File: config.mk
export PLATFORM = sky130hd
export DESIGN_NAME = hand_score_accumulator
export DESIGN_NICKNAME = d
export VERILOG_FILES = /design/src/rtl/hand_score_accumulator.sv
export SDC_FILE = /design/constraint.sdc
export NUM_CORES = 1
export LEC_CHECK = 0
export ABC_AREA = 0
export ABC_CLOCK_PERIOD_IN_PS = 2640
export CAP_MARGIN = 10
export CORE_AREA = 10 10 47 49
export CTS_CLUSTER_DIAMETER = 100
export DETAILED_ROUTE_END_ITERATION = 10
export DIE_AREA = 0 0 57 59
export GPL_TIMING_DRIVEN = 0
export PLACE_DENSITY_LB_ADDON = 0.2
export SYNTH_ARGS = -nofsm -noshare
export SYNTH_HDL_FRONTEND = slang
export SYNTH_SLANG_ARGS = --single-unit
File: constraint.sdc
create_clock -name slow_clock -period 2.64 [get_ports slow_clock]
set_input_delay 0.396 -clock slow_clock [delete_from_list [all_inputs] [get_ports slow_clock]]
set_output_delay 0.396 -clock slow_clock [all_outputs]
set_load 0.02 [all_outputs]
File: src/rtl/hand_score_accumulator.sv
// Running hand scorer: accepts one card per handshake, keeps total mod MOD and card count.
// Optional natural detection (two cards scoring 8 or 9) is enabled by HAND_NATURAL_EN.
module hand_score_accumulator #(
    parameter int MAX_CARDS  = 3,
    parameter int MOD        = 10,
    parameter int FACE_LIMIT = 9,
    localparam int CW        = $clog2(MAX_CARDS + 1)
) (
    input  logic          slow_clock,
    input  logic          reset,
    input  logic          clear,
    input  logic          card_valid,
    input  logic [3:0]    card,
    output logic          card_ready,
    output logic [3:0]    total,
    output logic [CW-1:0] count,
    output logic          full,
    output logic          natural
);

    // Handshake: a card transfers on a rising edge where card_valid && card_ready
    // and neither clear nor reset is asserted; card_ready depends on registered state only.

    typedef enum logic [1:0] {
        EMPTY   = 2'd0,
        PARTIAL = 2'd1,
        FULL    = 2'd2
    } state_t;

    state_t        state;
    logic [3:0]    total_q, total_n;
    logic [CW-1:0] count_q, count_n;
    logic [3:0]    card_value;
    logic [4:0]    sum;
    logic          accept;
    logic          natural_lock;
    logic          natural_set;

    always_ff @(posedge slow_clock) begin
        if (reset) begin
            total_q <= 4'd0;
            count_q <= '0;
        end else begin
            total_q <= total_n;
            count_q <= count_n;
        end
    end

    always_comb begin
        state       = PARTIAL;
        card_value  = 4'd0;
        sum         = 5'd0;
        accept      = 1'b0;
        total_n     = total_q;
        count_n     = count_q;
        natural_set = 1'b0;

        // The count register is the FSM state; the enum names its regions.
        if (count_q == '0)
            state = EMPTY;
        else if (count_q == CW'(MAX_CARDS))
            state = FULL;

        card_value = (card <= 4'(FACE_LIMIT)) ? card : 4'd0;
        sum        = {1'b0, total_q} + {1'b0, card_value};
        accept     = card_valid && card_ready && !clear && !reset;

        if (reset || clear) begin
            total_n = 4'd0;
            count_n = '0;
        end else if (accept) begin
            // sum < 2*MOD for every legal MOD, so one subtract replaces a modulo.
            total_n = (sum >= 5'(MOD)) ? 4'(sum - 5'(MOD)) : sum[3:0];
            count_n = count_q + CW'(1);
            natural_set = (MAX_CARDS >= 2) && (count_q == CW'(1)) &&
                          ((total_n == 4'd8) || (total_n == 4'd9));
        end
    end

`ifdef HAND_NATURAL_EN
    logic natural_q;

    always_ff @(posedge slow_clock) begin
        if (reset || clear)
            natural_q <= 1'b0;
        else if (natural_set)
            natural_q <= 1'b1;
    end

    assign natural      = natural_q;
    assign natural_lock = natural_q;
`else
    logic unused_natural_set;

    assign unused_natural_set = natural_set;
    assign natural            = 1'b0;
    assign natural_lock       = 1'b0;
`endif

    assign total      = total_q;
    assign count      = count_q;
    assign full       = (state == FULL);
    assign card_ready = !full && !natural_lock;

endmodule

### Word level (Yosys, flattened, before mapping)

Index checks and enable logic that the tools add are counted.
W data, S select, Z words.

* input bits: 8
* output and inout bits: 9
* flip-flop bits (word level): 6
* word-level logic and storage cells: 22

* add/sub/neg operators: 3
* equal/unequal tests: 2
* reduce and logical (&&, ||, !) cells: 9
* multiplexer cells: 4
* order comparisons: 2

Operators by type and width (number)
* $mux W4: 2
* $add A4 B4 Y5: 1
* $ge A5 B4 Y1 const B: 1
* $eq A2 B2 Y1 const B: 2
* $le A4 B4 Y1 const B: 1
* $mux W2: 2
* $sub A4 B4 Y4 const B: 1
* $logic_and A1 B1 Y1: 3
* $logic_not A1 Y1: 3
* $add A2 B1 Y2 const B: 1
* $logic_not A2 Y1: 1
* $reduce_or A2 Y1: 1
* $logic_or A1 B1 Y1: 1

### Longest topological paths before layout

Gate-level depths: netlist of run 1.

* depth in word-level cells: 8
* mapped depth: 11
* depth with buffers taken out: 11

### Least setup slack after synthesis of run 1

OpenSTA, ideal clock, no wires.

* path type: in2reg
* start point: in card[1]
* end point: reg total_q[1] (netlist: total[1])
* data required time: 2.520 ns
* buffers on the path: 0
* slack: 0.296 ns
* cell stages on the path: 11
* arrival time: 2.224 ns
* cells stage by stage: o21ai_0 -> and2_1 -> ha_1 -> fa_1 -> xor2_1 -> inv_1 -> ha_1 -> o221ai_1 -> nand3_2 -> nor4b_1 -> a211o_1

* longest elaborated chain between the ends: 5

RTL lines
* start: declaration: RTL line 13 `input logic [3:0] card,`
* $le A4 B4 Y1: RTL line 64 `card_value = (card <= 4'(FACE_LIMIT)) ? card : 4'd0;`
* $mux W4 *: RTL line 64
* $add A4 B4 Y5 *: RTL line 65 `sum = {1'b0, total_q} + {1'b0, card_value};`
* $sub A4 B4 Y4 / $ge A5 B4 Y1 (equally long branches): RTL line 73 `total_n = (sum >= 5'(MOD)) ? 4'(sum - 5'(MOD)) : sum[3:0];`
* $mux W4 *: RTL line 73
* end signal: assignment: RTL line 44 `total_q <= total_n;`
* end: declaration: RTL line 31 `logic [3:0] total_q, total_n;`

Mark *: on every way between the ends. The rest lies on a longest branch, timed or not.
A chain may end at the register's enable or synchronous reset.

### Final worst setup path of run 1

* start point: in card[0]
* end point: reg total_q[2] (netlist: total[2])

The elaborated chain is that of the path after synthesis.

==> results of run 1 <==
[per-layer routing]
metal / vias up / global-route usage / wire length [um]
li1: 245 / - / -
met1: 203 / 0.0685 / 497
met2: 12 / 0.109 / 524
met3: 0 / 0.0386 / 92
met4: 0 / 0.0302 / 0
met5: - / 0 / 0
[power breakdown]
part           switching (mW)  leakage (nW)  total, mW  internal, mW
logic                  0.0350         0.269     0.0728        0.0378
clock network          0.0281        0.0138     0.0792        0.0511
registers             0.00286        0.0487     0.0969        0.0940
total                  0.0659         0.331      0.249         0.183
[critical path, cell delays in order]
cell	delay, ps
clkdlybuf4s50_1	390
and2_1	140
ha_2	190
fa_2	590
or2b_1	260
o221ai_2	210
nand3_2	130
nor4b_1	160
a211o_1	220
[placed cells by master, fill, tap and decap left out, drive strengths merged]
master,count
xnor2,1
buf,2
or2,1
a211oi,2
a211o,3
nand2,1
dfxtp,6
inv,5
nor2b,3
nand4,1
clkbuf,4
or2b,1
mux2,1
conb,1
nor3b,1
fa,1
a21oi,3
ha,6
o21ai,2
nand3,1
xor2,1
nor2,5
o221ai,1
and2,1
nand2b,1
mux2i,4
dlygate4sd2,3
clkdlybuf4s50,12
a21o,1
nor4b,2
[registers in the layout, summed over array words and instances, names as in the netlist]
| name | cells |
|---|---|
| count | 2 |
| total | 4 |
[worst max-delay path by stage]
stage | slack (ps) | endpoint | startpoint | depth (start not counted)
finish | 90 | total[2]$_SDFFE_PP0P_ | card[0] | 9
global route | 40 | total[2]$_SDFFE_PP0P_ | card[0] | 9
CTS | 110 | total[2]$_SDFFE_PP0P_ | card[0] | 9
detailed placement | -430 | total[2]$_SDFFE_PP0P_ | card[3] | 12
global placement | -400 | total[1]$_SDFFE_PP0P_ | card[3] | 12
floorplan | 300 | total[1]$_SDFFE_PP0P_ | card[1] | 11
[cell type report]
type / instances / share of cell area
Buffer: 2 / 0.0155
Clock buffer: 3 / 0.0309
Inverter: 5 / 0.0258
Multi-Input combinational cell: 45 / 0.524
Sequential cell: 6 / 0.165
Tap cell: 16 / 0.0275
Timing Repair Buffer: 16 / 0.211
[kinds of logic after synthesis]
group | after synthesis
simple gates | 18
xor+xnor | 2
fa+ha+maj | 7
other cells | 1
flops | 6
compound gates | 12
buf+inv | 7
mux | 5
[what timing repair did]
action                                  4_1_cts  5_1_grt
setup buffers                                 1        0
resized for setup                             7        0
endpoints found under the setup margin        3        0
[through the flow]
stage | setup TNS, ps | hold WS [ps] | power (mW)
3_5_place_dp | -1220 | 485 | 0.166
3_3_place_gp | -1140 | 480 | 0.166
5_1_grt | 0 | 540 | 0.268
2_1_floorplan | 0 | 536 | 0.143
6_report | 0 | 487 | 0.249
4_1_cts | 0 | 495 | 0.253
==> impl_results.md, run 1 <==
* CP Capture Type: register
* WS Path Type: in2reg
* Post-synth ARST share at 0
* Synth unique cells at 30
* Synth Flop Type: dfxtp_1
* Hold WC Path Type: reg2reg
* Beginning of the worst hold path: total[3]$_SDFFE_PP0P_
* Post-synth EDFFs at 0
* Yosys Warn Count at 0
* Drt wl/cell at 12.0 um
* Reg-to-reg setup timing slack at 440 ps
* Final setup viols at 0
* Die Wd at approximately 57 um
* Clock skew at 5.23 ps
* Hold-critical path depth at 2
* VDD IR max at roughly 0.00023 V
* Gr usage total at 0.0668
* ANT nets after route at 0
* Final non-filler cell total at 93
* Cts hold-fix bufs at 0
* Inserted Clock Buffers at 3
* Mux share of post-synthesis cell area at 0.100
* H-tree Lvls at 1
* Pre-CTS setup slack at -430 ps
* CTS Buffer Depth at 2
* Dpl cells at 89
* Status: finished, final reports clean
* Cell Area, Synth at 513 sq um
* LEAKAGE at 0.331 nW
* Clk sinks at 6
* Crit path DAT at 2670 ps
* Dpl cell area at between 600 and 700 sq um
* Max Cap Viol at 0
* Adder-cell share of the synthesized area at 0.185
* CP Max Fanout at 4
* Via count at 460
* Synthesized area per cell at 8.84 sq um
* P&R area growth vs syn at 42.0%
* Clock-pin slew on the worst setup and hold paths at 40 ps
* Multi-input logic area at between 300 and 400 sq um
* Fillcell total at 144
* GPL Wtd Cong at 0.756
* Syn nets at 73
* Vias in the first global route at 429
* Post-synthesis sequential area ratio at 0.234
* DR iter-0 viols at 4
* Share of cells above drive strength 1 at 0.156
* Detailed Route WL at 1.11 mm
* Ratio of final minimum period to clock period at 0.968
* Hpwl dp at ~930 um
* Startpoint types: input port
* Synth Area in Compound Gates at 0.168
* Post-synthesis xor/xnor area fraction at 0.0341
* Simple-gate share of the synthesized area at 0.212
* # nets final at 94
* First-pass GRT wire length at 1.77 mm
* Initial antenna violation count at 0
* Setup WS post-layout at 85.5 ps
* Io pins at 17
* RSZ-0062 raised after global routing: false
* 1st-pass router iterations at 2
* Hold path endpoint: total[3]$_SDFFE_PP0P_
* Post-route DRC at 0
* Skew-Pair Late Insertion Delay at 240 ps
* Register Area at 120 sq um
* Initial core utilization at 0.366
* Main combinational cell family by area after synthesis: simple AND/OR/NAND/NOR gates
* Largest net degree at the start of global routing at 6
* Diodes inserted at 0
* Final Hold Viols at 0
* Post-route minimum period at 2550 ps
* Fin util at 0.520
* Core area at ~0.0014 sq mm
* FF-to-FF End: total[2]$_SDFFE_PP0P_
* Final instance area at 728 sq um
* Row Count at 14
* CP required at about 2800 ps
* Clock root cell: clkbuf_4
* Number of port buffers at 15
* Fmax at 391 MHz
* Grt ovf at 0
* RR Startpoint: total[0]$_SDFFE_PP0P_
* Top-area cell type share of the netlist area at 0.234
* Die Y at between 50 and 60 um
* Synth cell count leaders: dfxtp_1 (6), ha_1 (6), inv_1 (5), nor2_1 (5), mux2i_1 (4)
* FF+latch count, synth at 6
* P per Cell Area at 342 mW/mm^2
* R2R depth at 7
* Max-slew violations at 0
* Vias/cell at slightly below 5
* Die footprint at 0.00336 sq mm
* CTS tree: built
* Cells after Synth at 58
* Top cells by area, synth: dfxtp_1 (23%), ha_1 (15%), mux2i_1 (7.8%)
* Cell taking the most area after synthesis: dfxtp_1
No activity file was read; power rests on OpenSTA's default activity.
==> run 2: changes to the inputs <==
ABC_CLOCK_PERIOD_IN_PS = 2960   (was 2640)
clock period = 2.96 ns   (was 2.64 ns; I/O delays follow)
==> run 2 against run 1 <==
Against the previous run: register-to-register slack improved by 340 ps; clock power fell by 11%; largest cell class unchanged; cell count decreased by 1.1%; sequential share of layout area up 0.29 points; highest routed layer unchanged; critical path type unchanged; non-clock buffer count shrank 1; critical path depth is 3 higher.
==> impl_results.md, run 2 (synthesized netlist as in run 1, its figures left out) <==
* Critical path's slowest cell: clkdlybuf4s50_1
* CP Max Fanout at 5
* Core area at 0.00140 sq mm
* Die footprint at 0.00336 sq mm
* Fin Setup TNS at 0 ps
* CTS tree: built
* Final non-filler cell total at 92
* WS Path Type: in2reg
* # nets final at just over 90
* ANT nets after route at 0
* Post-route DRC at 0
* Number of flip-flops under the largest register name at 4
* Final Hold Viols at 0
* H-tree Lvls at 1
* Clock root cell: clkbuf_4
* First-pass GRT wire length at 1.70 mm
* Slowest cell delay on critical path at about 500 ps
* Io pins at 17
* Drt wl/cell at 11.8 um
* Post-route minimum period at between 2000 and 3000 ps
* RSZ-0062 raised after global routing: false
* Met1 WL at 501 um
* Most frequent cells in the layout: clkdlybuf4s50_1 (15), ha_1 (6), dfxtp_1 (6), inv_1 (5), nor2_1 (5)
* Via count at between 400 and 500
* Startpoint types: input port
* Critical path's top delay family: adder cells
* Skew-Pair Late Insertion Delay at around 240 ps
* LEAKAGE at 0.324 nW
* Crit-path cells: clkdlybuf4s50_1, o21ai_0, and2_1, ha_1, fa_2, xor2_2, inv_1, ha_1, o221ai_1, nand3_2, nor4b_1, a211o_1
* Uppermost layer routed: met3
* Row Count at 14
* Inserted Clock Buffers at 3
* Detailed Route WL at between 1 and 1.5 mm
* Fmax at 357 MHz
* WL met2 at 490 um
* Die Wd at 57 um
* Max Cap Viol at 0
* Diodes inserted at 0
* Metal3 WL at between 90 and 100 um
* Gr usage total at 0.0633
* Share of cells above drive strength 1 at 0.118
* CTS Buffer Depth at 2
* Die Y at 59 um
* Clk sinks at 6
* Number of port buffers at 15
* CP required at 3080 ps
* Largest net degree at the start of global routing at 6
* Overall power at 0.219 mW
* Worst path most repeated cell: ha_1
* P&R area growth vs syn at 39.5%
* Status: finished, final reports clean
* GPL Wtd Cong at 0.756
* Hold WC Path Type: reg2reg
* P per Cell Area at 305 mW/mm^2
* Final setup viols at 0
* Hpwl dp at 931 um
* Max-slew violations at 0
* Dpl cells at 89
* 1st-pass router iterations at 2
* Initial antenna violation count at 0
* Crit path DAT at 2920 ps
* DR iter-0 viols at 4
* Most common cell after layout, fill and taps aside: clkdlybuf4s50_1
* VDD IR max at 0.000209 V
* Vias in the first global route at 414
* Grt ovf at 0
* Vias/cell at 4.99
* Clock skew at 5.23 ps
* Clock-pin slew on the worst setup and hold paths at 40 ps
* Initial core utilization at 0.366
* CP bufs+invs at 2
* Post-CTS Setup Bufs at 0
* CP Capture Type: register
* Ratio of final minimum period to clock period at 0.947
-- run 2: power by group --
part / internal (mW) / leakage [nW] / switching (mW)
logic: 0.0324 / 0.262 / 0.0291
clock network: 0.0456 / 0.0138 / 0.0251
registers: 0.0839 / 0.0487 / 0.00266
-- run 2: stage by stage --
| stage | hold slack (ps) | util | setup slack [ps] | area (sq um) |
|---|---|---|---|---|
| after CTS | 495 | 0.504 | 80.7 | 706 |
| after detailed placement | 485 | 0.488 | -158 | 683 |
| final | 488 | 0.511 | 156 | 716 |
| after global placement | 480 | 0.488 | -130 | 683 |
| after global routing | 539 | 0.511 | 14.4 | 716 |
| after floorplan | 536 | - | 568 | 513 |
-- run 2: routing by layer --
metal / track usage / vias up
li1: - / 242
met1: 0.0696 / 205
met2: 0.0946 / 12
met3: 0.0386 / 0
met4: 0.0302 / 0
met5: 0 / -
-- run 2: path summary, 6_finish.rpt --
kind | cells after the start | slack [ps] | end | start
max | 12 | 160 | total[2]$_SDFFE_PP0P_ | card[3]
min | 2 | 490 | total[3]$_SDFFE_PP0P_ | total[3]$_SDFFE_PP0P_
max reg2reg | 9 | 780 | total[2]$_SDFFE_PP0P_ | total[0]$_SDFFE_PP0P_
min reg2reg | 2 | 490 | total[3]$_SDFFE_PP0P_ | total[3]$_SDFFE_PP0P_
-- run 2: repair_timing --
item                                    CTS  global route
resized for setup                         0             2
hold buffers                              0             0
endpoints found under the setup margin    0             3
-- run 2: worst reg2reg max path, stage by stage (launching register included) --
cell	delay (ps)
dfxtp_1	320
ha_1	230
fa_2	380
xor2_2	190
inv_1	80
ha_1	250
o221ai_1	100
nand3_2	140
nor4b_1	170
a211o_1	220
-- run 2: area by class of cell --
type / instances / area [sq um]
Sequential cell: 6 / 120
Fill cell: 144 / 686
Inverter: 5 / 18.8
Tap cell: 16 / 20.0
Clock buffer: 3 / 22.5
Buffer: 2 / 11.3
Multi-Input combinational cell: 45 / 373
Timing Repair Buffer: 15 / 150
==> run 3: changes to the inputs <==
MAX_ROUTING_LAYER = met4   (was default)
PLACE_DENSITY = 0.67   (was default)
PLACE_DENSITY_LB_ADDON = default   (was 0.2)
REMOVE_ABC_BUFFERS = 1   (was default)
==> run 3 against run 2 <==
Against the previous run: worst hold slack got worse by 11 ps; via count is 1.1% higher; highest routed layer is now met4; largest cell class unchanged; critical endpoint is now total[1]$_SDFFE_PP0P_; sequential power about the same; sequential cell count unchanged; combinational power about the same; utilization down 0.36 points; clock skew is 1.6 ps lower; non-clock buffer count is 2 lower; cell count fell by 2.2%; sequential share of layout area is 0.12 points higher.
==> impl_results.md, run 3 (synthesized netlist as in run 1, its figures left out) <==
* Hold-critical path depth at 2
* Number of flip-flops under the largest register name at 4
* Detailed Route WL at 1.18 mm
* Initial core utilization at 0.366
* Ratio of final minimum period to clock period at 0.944
* Status: finished, final reports clean
* Fillcell total at 152
* LEAKAGE at 0.319 nW
* Core area at 0.00140 sq mm
* Max Cap Viol at 0
* WS Path Type: in2reg
* Gr usage total at 0.0763
* Clock-pin slew on the worst setup and hold paths at 50 ps
* Vias in the first global route at 469
* Initial antenna violation count at 0
* Final Hold Viols at 0
* Clock skew at 3.61 ps
* First-pass GRT wire length at between 2 and 2.5 mm
* Drt wl/cell at ~13 um
* Hold WC Path Type: reg2reg
* Overall power at around 0.22 mW
* Die Wd at 57 um
* Post-route DRC at 0
* Clock root cell: clkbuf_4
* Final non-filler cell total at 90
* Max-slew violations at 0
* Reg-to-reg setup timing slack at between 700 and 800 ps
* H-tree Lvls at 1
* Clk sinks at 6
* Hpwl dp at 988 um
* CP required at 3090 ps
* 1st-pass router iterations at 3
* Crit path DAT at 2920 ps
* P&R area growth vs syn at 38.5%
* GPL Wtd Cong at between 0.7 and 0.8
* Io pins at 17
* Largest net degree at the start of global routing at 6
* RSZ-0062 raised after global routing: false
* Row Count at 14
* ANT nets after route at 0
* Hold path endpoint: total[3]$_SDFFE_PP0P_
* VDD IR max at ~0.00017 V
* P per Cell Area at 313 mW/mm^2
* CTS tree: built
* Fmax at 358 MHz
* Diodes inserted at 0
* Grt ovf at 0
* R2R depth at 7
* Final setup viols at 0
* RR Startpoint: total[0]$_SDFFE_PP0P_
* Post-CTS Setup Bufs at 0
* Die Y at 59 um
* Beginning of the worst hold path: total[3]$_SDFFE_PP0P_
* FF-to-FF End: total[1]$_SDFFE_PP0P_
* Post-route minimum period at about 2800 ps
* Most common cell after layout, fill and taps aside: clkdlybuf4s50_1
* CP Capture Type: register
* Skew-Pair Late Insertion Delay at 240 ps
* Hold_ws at 477 ps
* Dpl cells at 87
* CTS Buffer Depth at 2
* CP Max Fanout at 4
* Via count at 464
* Inserted Clock Buffers at 3
* Most frequent cells in the layout: clkdlybuf4s50_1 (15), ha_1 (6), dfxtp_1 (6), inv_1 (5), nor2_1 (5)
* Share of cells above drive strength 1 at 0.122
* DR iter-0 viols at 4
* Number of port buffers at 15
* Cts hold-fix bufs at 0
* Die footprint at between 0.003 and 0.004 sq mm
* Vias/cell at 5.16
* # nets final at 91
* Startpoint types: input port
[run 3: worst max path at each step]
stage / slack [ps] / endpoint / depth (start not counted) / startpoint
2_1_floorplan: 570 / total[1]$_SDFFE_PP0P_ / 11 / card[1]
3_3_place_gp: -140 / total[1]$_SDFFE_PP0P_ / 12 / card[3]
3_5_place_dp: -160 / total[1]$_SDFFE_PP0P_ / 12 / card[3]
4_1_cts: 90 / total[1]$_SDFFE_PP0P_ / 12 / card[3]
5_1_grt: 4 / total[1]$_SDFFE_PP0P_ / 12 / card[3]
6_report: 170 / total[1]$_SDFFE_PP0P_ / 10 / card[3]
[run 3: layout make-up]
cell class	instances	area, sq um	area share
Clock buffer	3	22.5	0.0317
Tap cell	16	20.0	0.0282
Timing Repair Buffer	15	150	0.211
Inverter	5	18.8	0.0264
Multi-Input combinational cell	45	379	0.533
Sequential cell	6	120	0.169
[run 3: stage by stage]
step                      instance area, sq um  setup slack (ps)  utilization  TNS [ps]
after floorplan                            502               568            -         0
after global placement                     672              -137        0.479      -316
after detailed placement                   672              -161        0.479      -382
after CTS                                  694              89.9        0.496         0
after global routing                       711              4.42        0.507         0
final                                      711               166        0.507         0
[run 3: layer usage]
layer,share of wire,vias to the layer above,global-route usage
met5,0,-,-
met4,0.0068,0,0.0403
met3,0.067,2,0.0343
met2,0.45,15,0.116
met1,0.47,210,0.0817
li1,-,237,-
[run 3: what timing repair did]
action | 4_1_cts | 5_1_grt
endpoints found under the hold margin | 0 | 0
resized for setup | 0 | 3
setup endpoints to repair | 0 | 3
[run 3: report_power, final]
| part | total [mW] | switching, mW | internal, mW |
|---|---|---|---|
| Sequential | 0.0864 | 0.00260 | 0.0838 |
| Combinational | 0.0614 | 0.0295 | 0.0319 |
| Clock | 0.0749 | 0.0291 | 0.0458 |
| Total | 0.223 | 0.0612 | 0.161 |
[run 3: worst max-delay path, stage by stage]
cell	delay (ps)
clkdlybuf4s50_1	510
o21ai_0	90
and2_1	160
ha_1	200
fa_2	550
or2b_1	230
o221ai_1	200
nand3_2	130
nor4b_2	180
a211o_1	220
==> RTL edit 1 (settings of run 1) <==
Add a define of `HAND_NATURAL_EN`.
--- a/src/rtl/hand_score_accumulator.sv
+++ b/src/rtl/hand_score_accumulator.sv
@@ -2,2 +2,4 @@
 // Optional natural detection (two cards scoring 8 or 9) is enabled by HAND_NATURAL_EN.
+`define HAND_NATURAL_EN
+
 module hand_score_accumulator #(
Formal check against the unedited RTL: not equivalent (a bounded check fails within 4 cycles, from zero or initial values).
==> RTL edit 1 against run 1 <==
- the run now ends with negative setup slack left
- cell area up 41%
- clock skew up 3.5 ps
- worst setup slack worse by 170 ps
- synthesized area up 39%
- non-clock buffer count up 6
- sequential cell count up 1
- total power up 41%
- routed wire length up 89%
- largest power group is now combinational logic
==> RTL edit 1: results (changes against run 1) <==
* Result of the run: finished, violations left
* Violations in the final reports: negative setup slack
- CP Max Fanout: 5 (+1)
- Total setup violations reported at the end of the flow: 3 (+3)
- The worst-case setup margin in the final layout is -87.1 ps (-173 ps).
- Crit path DAT: 2880 ps (+210 ps)
- The number of vias per cell after detailed routing is 5.86 (+18%).
- The number of iterations in the first detailed-routing pass is 4 (+2).
- Count of vias placed by the detailed router: 756 (+64%)
- Fraction of layout instances using a drive strength above 1: 24.8% (+9.2 points)
* Number of nets in the finished design: 131 (+39%)
* Number of buffers inserted by port buffering: 16 (+1)
- Worst setup timing slack at the placement stage: -808 ps (-379 ps)
* Cell variety after synth: 37 (+23%)
- Worst Reg-to-Reg Cells: 10 (+3)
- Met3 routed WL: 108 um (+17%)
* Aggregate routed wire length: 2100 um (+89%)
- Fraction of met3 tracks used by global routing: 3.22% (-0.64 points)
- Worst-Margin Slew: 348 ps
* Power density over the cells: 342 mW/mm2 (about the same)
- Fraction of the yosys area taken by sequential cells: 19.6% (-3.8 points)
- The met2 track utilization from global routing was 24.0% (+13 points).
* Biggest cell delay along the critical path: 380 ps (-210 ps)
- The via count of the first global-routing pass is 752 (+75%).
- The post-synth net total was 103 (+41%).
- After detailed routing, no signal wire sits above met4.
- Iteration-0 DRC Markers: 14 (+10)
* Final setup TNS: -211 ps (-211 ps)
* Post-route met1 wirelength: 797 um (+60%)
* Routability congestion estimate: 0.754 (-0.22%)
- The number of buffers between clock root and the deepest sink is 2 (unchanged).
- Maximum number of pins on one net before global-route repair: 9 (+3)
- The total met2 wirelength after detailed routing came to 1140 um (+120%).
- Clock input transition at the sequential cells of the worst setup and hold paths: 60 ps (+20 ps)
* Combined global-route utilization of all metal layers: 12.6% (+5.9 points)
- Mean Syn Cell Area: 8.31 um2 (-6.1%)
* Cell count after placement: 118 (+33%)
- Placed Instance Area: 902 um2 (+32%)
- Routing usage on met1: 12.1% (+5.3 points)
- Half-perimeter wire length after placement: 1480 um (+59%)
- Filler Cells Inserted: 121 (-16%)
* Worst skew pair latency: 260 ps (+20 ps)
RTL edit 1: cell count changes after synthesis, moves of 3 or more:
| cell | change |
|---|---|
| sky130_fd_sc_hd__a21oi_1 | +3 |
| sky130_fd_sc_hd__mux2i_1 | -3 |
| sky130_fd_sc_hd__nand2_1 | +5 |
| sky130_fd_sc_hd__o21ai_0 | +3 |
RTL edit 1: power by group:
part / switching (W) / internal, W / leakage (nW)
Sequential: 0.00000366 / 0.000110 / 0.0569
Combinational: 0.0000671 / 0.0000697 / 0.360
Clock: 0.0000439 / 0.0000579 / 0.0150
RTL edit 1: timing repair:
action | 4_1_cts | 5_1_grt
setup buffers | 5 | 2
gates cloned | 0 | 0
endpoints found under the hold margin | 0 | 0
pin swaps | 12 | 9
endpoints found under the setup margin | 3 | 3
gates resized for setup | 19 | 5
RTL edit 1: worst max-delay path, delay by kind of cell:
family	cells	cell delay, ps
AO/OA/AOI/OAI	3	630
XOR/XNOR	1	190
adder cells (fa/ha/maj)	3	770
buffers and inverters	2	140
AND/OR/NAND/NOR	4	750
RTL edit 1: final timing paths:
check | from | to | slack (ps)
max reg2reg | total[0] | total[2] | 50
min reg2reg | natural | natural | 470
max | card[2] | total[2] | -90
min | natural | natural | 470
RTL edit 1: cell families (layout without fill, tap and decap cells):
family / after synthesis / in the layout / synth area share (%)
simple gates: 36 / 36 / 28.0
compound gates: 23 / 23 / 23.8
fa+ha+maj: 9 / 9 / 16.8
flops: 7 / 7 / 19.6
buf+inv: 7 / 34 / 3.68
xor+xnor: 2 / 2 / 3.50
mux: 2 / 2 / 4.55
RTL edit 1: layout make-up:
type,count,share of cell area (%)
Clock buffer,4,2.55
Buffer,1,0.365
Multi-Input combinational cell,72,59.0
Timing Repair Buffer,23,20.3
Sequential cell,7,13.6
Inverter,6,2.19
Tap cell,16,1.95
==> RTL edit 2 (config.mk and constraints of run 1) <==
Without the edit above. Register the output `count` once more, with the module's reset; this adds one clock of latency there. The other outputs are not delayed to match.
--- a/src/rtl/hand_score_accumulator.sv
+++ b/src/rtl/hand_score_accumulator.sv
@@ -100,3 +100,9 @@
     assign total      = total_q;
-    assign count      = count_q;
+    always_ff @(posedge slow_clock) begin
+        if (reset) begin
+            count <= '0;
+        end else begin
+            count <= count_q;
+        end
+    end
     assign full       = (state == FULL);
Behaviour: not the same (a bounded check fails within 4 cycles, from zero or initial values and one cycle with reset high).
==> RTL edit 2 against run 1 <==
- first-iteration DRC count grew to 3.3 times the old value
- synthesized area increased by 14%
- clock power up 14%
- sequential power is 32% higher
- total power up 17%
- sequential share of layout area rose by 3.8 points
- cell area is 8.6% higher
- worst setup slack improved by 31 ps
- die area is the same
- non-clock buffer count fell by 1
- routed wire length increased by 5.8%
- sequential cell count rose by 2
- critical path type unchanged
- largest power group unchanged
==> RTL edit 2: results (changes against run 1) <==
* Global-route wire length before repair: 2080 um (+17%)
- The flow ran to the end, and the final reports show no timing, DRC or antenna violations.
- The sequential fraction of the synthesis area is 27.3% (+3.9 points).
* Net switching power figure: 0.0000765 W (+16%)
- The via count of the first global-routing pass came to 515 (+20%).
* Routability congestion estimate: 0.747 (-1.2%)
- Static Leak: 0.352 nW (+6.1%)
* Part of the power in combinational logic: 25.0% (-4.3 points)
* Part of the total power dissipated in the clock network: 31.1% (-0.7 points)
- Clk_skew: 5.81 ps (+0.582 ps)
- The arrival time reported for the critical path endpoint is 2660 ps (about the same).
- The met1 usage came to 8.26% (+1.4 points).
- The met3 usage is 4.51% (+0.64 points).
* Cell types with the largest area share after synthesis: sky130_fd_sc_hd__dfxtp_1 (27%), sky130_fd_sc_hd__ha_1 (13%), sky130_fd_sc_hd__mux2i_1 (6.8%), sky130_fd_sc_hd__nor2b_1 (5.3%), sky130_fd_sc_hd__nor4b_2 (5.1%)
* Worst setup timing slack at the placement stage: -469 ps (-39.7 ps)
- The net count of the finished layout was 97 (+3.2%).
* Cell variety after synth: 31 (+3.3%)
- The share of synthesized cell area in full adder, half adder and majority cells came to 16.2% (-2.3 points).
* Mean Syn Cell Area: 9.46 um2 (+7.0%)
* Count of vias placed by the detailed router: 482 (+4.8%)
- The synthesized-area fraction occupied by xor and xnor cells was 2.99% (-0.43 points).
- Proportion of synthesized area in mux cells: 8.74% (-1.3 points)
- Buffers inserted by post-CTS timing repair: 0 (-1)
* Met3 routed WL: 125 um (+36%)
* Number of detailed-route iterations in the first pass: 4 (+2)
==> RTL edit 2: cell count changes in the layout (fill, tap and decap cells not counted), moves of 2 or more <==
cell	delta
sky130_fd_sc_hd__nor4b_1	-2
sky130_fd_sc_hd__nor2b_1	+2
sky130_fd_sc_hd__dfxtp_1	+2
sky130_fd_sc_hd__nor4b_2	+2
==> RTL edit 2: worst max-delay path by stage <==
stage | startpoint | to | slack [ps] | depth (start not counted)
after floorplan | card[1] | total[1] | 240 | 11
after global placement | card[3] | total[2] | -470 | 12
after detailed placement | card[3] | total[1] | -470 | 12
after CTS | card[0] | total[2] | 100 | 9
after global routing | card[3] | total[2] | 3 | 10
final | card[0] | total[2] | 120 | 9
==> RTL edit 2: area by class of cell <==
class	count	area, um2
tap	16	20.0
clock buffer	3	22.5
buffer	2	11.3
timing repair buffer	15	146
sequential	8	160
multi-input combinational	47	412
fill	143	611
inverter	5	18.8
